==> config.mk <==
export PLATFORM = sky130hd
export DESIGN_NAME = corelet_ctrl
export DESIGN_NICKNAME = d
export VERILOG_FILES = /design/src/rtl/corelet_pkg.sv /design/src/rtl/corelet_ctrl_xmem_loader.sv /design/src/rtl/corelet_ctrl.sv
export SDC_FILE = /design/constraint.sdc
export NUM_CORES = 1
export LEC_CHECK = 0
export ABC_AREA = 1
export CORE_AREA = 2 2 99 101
export CTS_CLUSTER_SIZE = 8
export DETAILED_ROUTE_END_ITERATION = 6
export DIE_AREA = 0 0 101 103
export DONT_BUFFER_PORTS = 1
export GPL_TIMING_DRIVEN = 0
export PLACE_DENSITY_LB_ADDON = 0.25
export SYNTH_ARGS = -nofsm -noshare
export SYNTH_HDL_FRONTEND = slang
export SYNTH_SLANG_ARGS = --single-unit
==> constraint.sdc <==
create_clock -name clk -period 1.55 [get_ports clk]
set_clock_uncertainty 0.05 [all_clocks]
set_input_delay 0.155 -clock clk [delete_from_list [all_inputs] [get_ports clk]]
set_output_delay 0.155 -clock clk [all_outputs]
set_load 0.02 [all_outputs]
==> src/rtl/corelet_pkg.sv <==
// Shared state encoding and instruction-field layout for the corelet sequencer.
package corelet_pkg;

    typedef enum logic [2:0] {
        IDLE,
        W_LOAD,
        W_KERNEL,
        X_LOAD,
        X_EXEC,
        DRAIN,
        DONE
    } state_t;

    localparam int INST_W   = 35;
    localparam int MAC_LO   = 0;
    localparam int L0_WR    = 2;
    localparam int L0_RD    = 3;
    localparam int OFIFO_RD = 6;
    localparam int SFP_ACC  = 33;
    localparam int MODE     = 34;

    localparam logic [1:0] MAC_NOP  = 2'b00;
    localparam logic [1:0] MAC_LOAD = 2'b01;
    localparam logic [1:0] MAC_EXEC = 2'b10;

    // Bits needed to count up to and including max(a, b).
    function automatic int cnt_width(input int a, input int b);
        return $clog2(((a > b) ? a : b) + 1);
    endfunction

endpackage

==> src/rtl/corelet_ctrl_xmem_loader.sv <==
// Issues a run of xmem reads and the matching L0 writes one cycle later,
// holding the read data and stalling issue while L0 reports full.
module xmem_loader #(
    parameter int aw = 11,
    parameter int nw = 6
) (
    input  logic          clk,
    input  logic          reset,
    input  logic          go,
    input  logic [aw-1:0] base,
    input  logic [nw-1:0] num,
    input  logic          l0_full,
    output logic          cen,
    output logic [aw-1:0] addr,
    output logic          l0_wr,
    output logic          last,
    output logic          stall
);

    logic [nw-1:0] cnt;
    logic [nw-1:0] num_q;
    logic [aw-1:0] base_q;
    logic          rd_d;
    logic          held;
    logic          pend;

    // A write is owed for a read issued this cycle or one parked by a stall.
    // l0_full seen at an edge blocks the write that edge would launch.
    assign pend  = ~cen | held;
    assign stall = pend & l0_full;
    assign last  = rd_d & cen & ~held & (cnt == num_q);
    assign l0_wr = rd_d;

    always_ff @(posedge clk or negedge reset) begin
        if (!reset) begin
            cen    <= 1'b1;
            addr   <= '0;
            rd_d   <= 1'b0;
            held   <= 1'b0;
            cnt    <= '0;
            num_q  <= '0;
            base_q <= '0;
        end else if (go) begin
            cen    <= 1'b0;
            addr   <= base;
            base_q <= base;
            num_q  <= num;
            cnt    <= nw'(1);
            rd_d   <= 1'b0;
            held   <= 1'b0;
        end else if (stall) begin
            // SRAM output holds while cen stays high, so the data survives.
            cen  <= 1'b1;
            rd_d <= 1'b0;
            held <= 1'b1;
        end else begin
            rd_d <= pend;
            held <= 1'b0;
            if (cnt != num_q) begin
                cen  <= 1'b0;
                addr <= base_q + aw'(cnt);
                cnt  <= cnt + nw'(1);
            end else begin
                cen <= 1'b1;
            end
        end
    end

endmodule

==> src/rtl/corelet_ctrl.sv <==
// Layer sequencer: per kernel position loads weights, streams activations,
// executes the MAC array and drains the OFIFO into pmem.
module corelet_ctrl
    import corelet_pkg::*;
#(
    parameter int row      = 8,
    parameter int col      = 8,
    parameter int len_kij  = 9,
    parameter int len_nij  = 36,
    parameter int xaddr_bw = 11,
    parameter int paddr_bw = 11,
    parameter logic [xaddr_bw-1:0] w_base = xaddr_bw'(1024)
) (
    input  logic                clk,
    input  logic                reset,
    input  logic                start,
    input  logic                mode_sel,
    input  logic                l0_full,
    input  logic                ofifo_valid,
    output logic [INST_W-1:0]   inst,
    output logic                xmem_cen,
    output logic                xmem_wen,
    output logic [xaddr_bw-1:0] xmem_addr,
    output logic                pmem_cen,
    output logic                pmem_wen,
    output logic [paddr_bw-1:0] pmem_addr,
    output logic                busy,
    output logic                done,
    output logic                err
);

    localparam int CW = cnt_width(row + col, len_nij);
    localparam int KW = cnt_width(len_kij, 1);

    state_t              state;
    logic [KW-1:0]       kij;
    logic [CW-1:0]       cnt;
    logic                mode_q;
    logic [1:0]          mac;
    logic                l0_rd;
    logic                ofifo_rd;
    logic [xaddr_bw-1:0] wptr;
    logic [paddr_bw-1:0] pptr;

    logic                start_ok, kern_end, drain_end, more_k;
    logic                ld_go, go_w, ld_wr, ld_last, ld_stall;
    logic [xaddr_bw-1:0] ld_base;
    logic [CW-1:0]       ld_n;

    assign start_ok  = (state == IDLE) && start;
    assign kern_end  = (state == W_KERNEL) && (cnt == CW'(row + col - 1));
    assign drain_end = (state == DRAIN) && ofifo_rd && (cnt == CW'(len_nij));
    assign more_k    = (kij != KW'(len_kij - 1));

    // Loads launch on the same edge as the state change so the first read
    // lands in the first cycle of W_LOAD / X_LOAD.
    assign ld_go   = start_ok | kern_end | (drain_end & more_k);
    assign go_w    = start_ok ? ~mode_sel : (drain_end & ~mode_q);
    assign ld_base = !go_w    ? '0 :
                     start_ok ? w_base : wptr + xaddr_bw'(row);
    assign ld_n    = go_w ? CW'(row) : CW'(len_nij);

    xmem_loader #(.aw(xaddr_bw), .nw(CW)) u_loader (
        .clk    (clk),
        .reset  (reset),
        .go     (ld_go),
        .base   (ld_base),
        .num    (ld_n),
        .l0_full(l0_full),
        .cen    (xmem_cen),
        .addr   (xmem_addr),
        .l0_wr  (ld_wr),
        .last   (ld_last),
        .stall  (ld_stall)
    );

    assign xmem_wen = 1'b1;

    always_comb begin
        inst               = '0;
        inst[MAC_LO +: 2]  = mac;
        inst[L0_WR]        = ld_wr;
        inst[L0_RD]        = l0_rd;
        inst[OFIFO_RD]     = ofifo_rd;
        inst[SFP_ACC]      = 1'b0;
        inst[MODE]         = mode_q;
    end

    always_ff @(posedge clk or negedge reset) begin
        if (!reset) begin
            state     <= IDLE;
            kij       <= '0;
            cnt       <= '0;
            mode_q    <= 1'b0;
            mac       <= MAC_NOP;
            l0_rd     <= 1'b0;
            ofifo_rd  <= 1'b0;
            pmem_cen  <= 1'b1;
            pmem_wen  <= 1'b1;
            pmem_addr <= '0;
            pptr      <= '0;
            wptr      <= w_base;
            busy      <= 1'b0;
            done      <= 1'b0;
            err       <= 1'b0;
        end else begin
            done <= 1'b0;
            if (ld_stall) err <= 1'b1;
            case (state)
                IDLE: if (start) begin
                    mode_q <= mode_sel;
                    err    <= 1'b0;
                    busy   <= 1'b1;
                    kij    <= '0;
                    cnt    <= '0;
                    pptr   <= '0;
                    wptr   <= w_base;
                    state  <= mode_sel ? X_LOAD : W_LOAD;
                end
                W_LOAD: if (ld_last) begin
                    state <= W_KERNEL;
                    mac   <= MAC_LOAD;
                    l0_rd <= 1'b1;
                    cnt   <= '0;
                end
                W_KERNEL: if (kern_end) begin
                    state <= X_LOAD;
                    mac   <= MAC_NOP;
                    l0_rd <= 1'b0;
                    cnt   <= '0;
                end else begin
                    cnt <= cnt + CW'(1);
                end
                X_LOAD: if (ld_last) begin
                    state <= X_EXEC;
                    mac   <= MAC_EXEC;
                    l0_rd <= 1'b1;
                    cnt   <= '0;
                end
                X_EXEC: if (cnt == CW'(len_nij - 1)) begin
                    state <= DRAIN;
                    mac   <= MAC_NOP;
                    l0_rd <= 1'b0;
                    cnt   <= '0;
                end else begin
                    cnt <= cnt + CW'(1);
                end
                DRAIN: begin
                    if (drain_end) begin
                        ofifo_rd <= 1'b0;
                        pmem_cen <= 1'b1;
                        pmem_wen <= 1'b1;
                        cnt      <= '0;
                        if (more_k) begin
                            kij   <= kij + KW'(1);
                            state <= mode_q ? X_LOAD : W_LOAD;
                            if (!mode_q) wptr <= wptr + xaddr_bw'(row);
                        end else begin
                            state <= DONE;
                            done  <= 1'b1;
                            busy  <= 1'b0;
                        end
                    // Skip the cycle after a pop: valid seen then may still
                    // describe the word being popped.
                    end else if (ofifo_valid && !ofifo_rd) begin
                        ofifo_rd  <= 1'b1;
                        pmem_cen  <= 1'b0;
                        pmem_wen  <= 1'b0;
                        pmem_addr <= pptr;
                        pptr      <= pptr + paddr_bw'(1);
                        cnt       <= cnt + CW'(1);
                    end else begin
                        ofifo_rd <= 1'b0;
                        pmem_cen <= 1'b1;
                        pmem_wen <= 1'b1;
                    end
                end
                DONE:    state <= IDLE;
                default: state <= IDLE;
            endcase
        end
    end

endmodule
==> run summary <==
DIE HEIGHT -> 103 µm
Max-cap violations -> 0
Crit path launch type -> register
Final Setup Violations -> 62
Kind of critical path -> register to register
Cts hold-fix bufs -> 2
Die ar. -> 10400 µm²
Pre-CTS setup slack -> -0.3709 ns
Total power draw -> 10370 µW
Syn Std Cell Area -> 4995 µm²
Comb power frac -> 49.7%
FMAX -> 550.4 MHz
Final WS setup -> -0.2670 ns
Nets -> 777
Starting Density -> 52.80%
Gr usage total -> 23.84%
Sinks on Clock Net -> 83
Psw -> 4606 µW
DRC Markers -> 0
Crit-path max FO -> 5
Ys async rst share -> 100.0%
Pwr/cell area -> 1546 nW/µm²
Synth Warn # -> 0
Int Pwr -> 5763 µW
#FFs+latches synth -> 83
Switch share -> 44.42%
Slew Limit Fails -> 0
Required @ worst endpoint -> 1.81 ns
CTS Buffer Depth -> 2
Area grow syn2layout -> 34.24%
Clk pin slew, worst setup/hold paths -> 0.10 ns
Final WL -> 12870 µm
Number of cell rows -> 36
I/O Pins -> 70
Seq pwr share -> 35.7%
Synthesized instance count -> 654
CTS tree -> built
Gpl congestion -> 0.8594
Vias/cell -> 5.298
CTS Buf Count -> 9
Netlist cell types -> 41
Initial antenna violation count -> 0
Failing checks -> negative hold slack, negative setup slack
Sequential-to-total area share from yosys stat -> 41.66%
Min Tclk post-route -> 1.817 ns
Leakage -> 0.003403 µW
First-pass GRT wire length -> 19750 µm
Clock insertion delay at the later pin of the skew report -> 0.37 ns
Initial detailed-routing violation count -> 242
Antenna-violating nets left -> 0
Post-synth EDFFs -> 0
Largest net degree at the start of global routing -> 84
WP data arrival -> 2.08 ns
Clk network pwr share -> 14.5%
Vias -> 4636
Worst hold path class -> input port to asynchronous set/reset pin
# diodes -> 0
Die X -> 101 µm
Remaining Overflow, GRT -> 0
Fin. Hold Viols -> 83
Yosys top cell area share -> 40.08%
H-tree depth -> 3
Largest area contributor in the netlist -> dfrtp_1
TNS Setup -> -9.447 ns
Hold Slack -> -0.5794 ns
IO Port Bufs -> 0
Mean routed wirelength per cell -> 14.71 µm
Share of cells above drive strength 1 -> 35.22%
Final worst path period share -> 117.2%
Worst R2R Start -> u_loader.cnt[0]
Worst Setup End Kind -> register
CP startpoint -> u_loader.cnt[0]
Peak supply drop -> 0.8461 mV
Avg Inst Size Synth -> 7.637 µm²
Synth Flop Type -> dfrtp_1
Final design utilization -> 70.89%
RSZ-0062 raised after global routing -> yes
Outcome -> finished, violations left
CTS root buf -> clkbuf_8
Hpwl dp -> 7737 µm
First-pass iteration count of the detailed router -> 5
Top cells by area, synth -> dfrtp_1, nand2_1, nand3_1, buf_4, inv_1
Vias in the first global route -> 4269
Core area -> 9459 µm²
synth_stat cells, types with 2 or more instances:
| library cell | count |
|---|---|
| nand2_1 | 189 |
| nand3_2 | 3 |
| nand3_1 | 61 |
| buf_4 | 37 |
| conb_1 | 2 |
| inv_2 | 9 |
| o31ai_1 | 4 |
| nand4_1 | 16 |
| o21ai_1 | 14 |
| a21oi_1 | 14 |
| ha_1 | 14 |
| o21ai_0 | 32 |
| inv_1 | 64 |
| xor2_1 | 12 |
| dfrtp_1 | 80 |
| dfstp_2 | 3 |
| buf_2 | 7 |
| nand2_2 | 12 |
| o21a_1 | 2 |
| or2_2 | 2 |
| nand2_4 | 2 |
| nor2_1 | 40 |
| nor2_2 | 3 |
| nor3_1 | 11 |
| nand3b_1 | 5 |
kinds of logic (layout without fill, tap and decap cells):
| group | Yosys count | in the layout | share of synthesized area, % |
|---|---|---|---|
| and+or+nand+nor | 347 | 347 | 31.36 |
| other | 2 | 30 | 0.1504 |
| DFF | 83 | 83 | 41.66 |
| buffers and inverters | 119 | 197 | 12.10 |
| adders and majority gates | 15 | 15 | 3.908 |
| AOI/OAI and AO/OA | 75 | 76 | 8.543 |
| xor gates and xnor gates | 13 | 13 | 2.280 |
state kept, by name (all words and copies together), names as in the netlist:
signal / flops
u_loader.cnt: 6
mac: 2
kij: 4
ofifo_rd: 1
done: 1
u_loader.cen: 1
u_loader.addr: 11
u_loader.l0_wr: 1
state: 3
u_loader.base_q: 9
cnt: 6
busy: 1
l0_rd: 1
pmem_addr: 11
mode_q: 1
u_loader.held: 1
err: 1
pptr: 11
u_loader.num_q: 2
wptr: 8
pmem_wen: 1
stage by stage:
step	hold slack, ns	cell area (µm²)	std cells
floorplan	-0.1906	5182	682
global placement	-0.1876	5325	796
detailed placement	-0.1879	5325	796
CTS	-0.5799	6091	851
global route	-0.5984	6705	875
finish	-0.5794	6705	875
power by group through the flow:
stage | Combinational [µW] | Sequential [µW] | Clock [µW]
after floorplan | 2490 | 3520 | 0
after global placement | 2940 | 3650 | 0
after detailed placement | 3040 | 3670 | 0
after CTS | 3960 | 3650 | 1520
after global routing | 5590 | 3780 | 1630
final | 5160 | 3700 | 1510
final timing paths:
kind | end | slack [ns] | cells after the start
max | u_loader.addr[6] | -0.27 | 12
min | u_loader.addr[8] | -0.58 | 0
max reg2reg | u_loader.addr[6] | -0.27 | 12
min reg2reg | l0_rd | 0.43 | 2
max in group asynchronous | u_loader.cen | 1.84 | 0
min in group clk | u_loader.held | 0.01 | 2
critical path, cell delays in order (launching register included):
cell and delay [ns]:
dfrtp_2 0.41, buf_12 0.11, ha_4 0.14, inv_2 0.04, fa_2 0.36, inv_2 0.08, nand2_2 0.07, nand3_4 0.09
xor2_1 0.17, nand2_1 0.07, nand2_1 0.07, nand2_1 0.05, nand2_1 0.05
cells in the final DEF, fill, tap and decap left out, types with 4 or more instances in the layout:
cell type / instances
nand2_1: 169
buf_4: 76
dfrtp_1: 68
inv_1: 53
nand3_1: 41
nor2_1: 30
conb_1: 30
o21ai_1: 25
nand2_2: 24
buf_6: 19
inv_2: 17
nand4_1: 16
nand3_4: 12
xor2_1: 12
dfrtp_2: 12
nand3_2: 11
o21ai_2: 11
o21ai_0: 10
clkbuf_8: 10
nand2_4: 9
nor3_1: 9
a21oi_1: 9
nor2_4: 7
nor2_2: 6
ha_1: 6
a21oi_2: 5
nand3b_1: 5
ha_4: 5
buf_12: 4
what timing repair did:
item                       CTS  global route
setup endpoints to repair   76            78
setup buffers               35            22
hold endpoints to repair    85            83
resized for setup           81           105
gates cloned                 2             3
pin swaps                   21            34
cell type report:
cell class | count | area (µm²)
plain buffers | 45 | 400.4
clock buffers | 10 | 137.6
clock inverters | 6 | 47.55
fillers | 708 | 2754
inverters | 74 | 299.0
multi-input cells | 481 | 2978
flip-flops and latches | 83 | 2096
well taps | 114 | 142.6
repair buffers | 62 | 604.3
routing by layer:
| metal | vias up | GRT usage (%) | part of all wire (%) |
|---|---|---|---|
| met3 | 26 | 4.814 | 5.2 |
| met2 | 124 | 42.82 | 53 |
| met1 | 2227 | 29.25 | 41 |
| li1 | 2259 | - | - |
| met5 | - | 0 | 0 |
| met4 | 0 | 6.653 | 1.6 |
(Power assumes the default switching activity.)
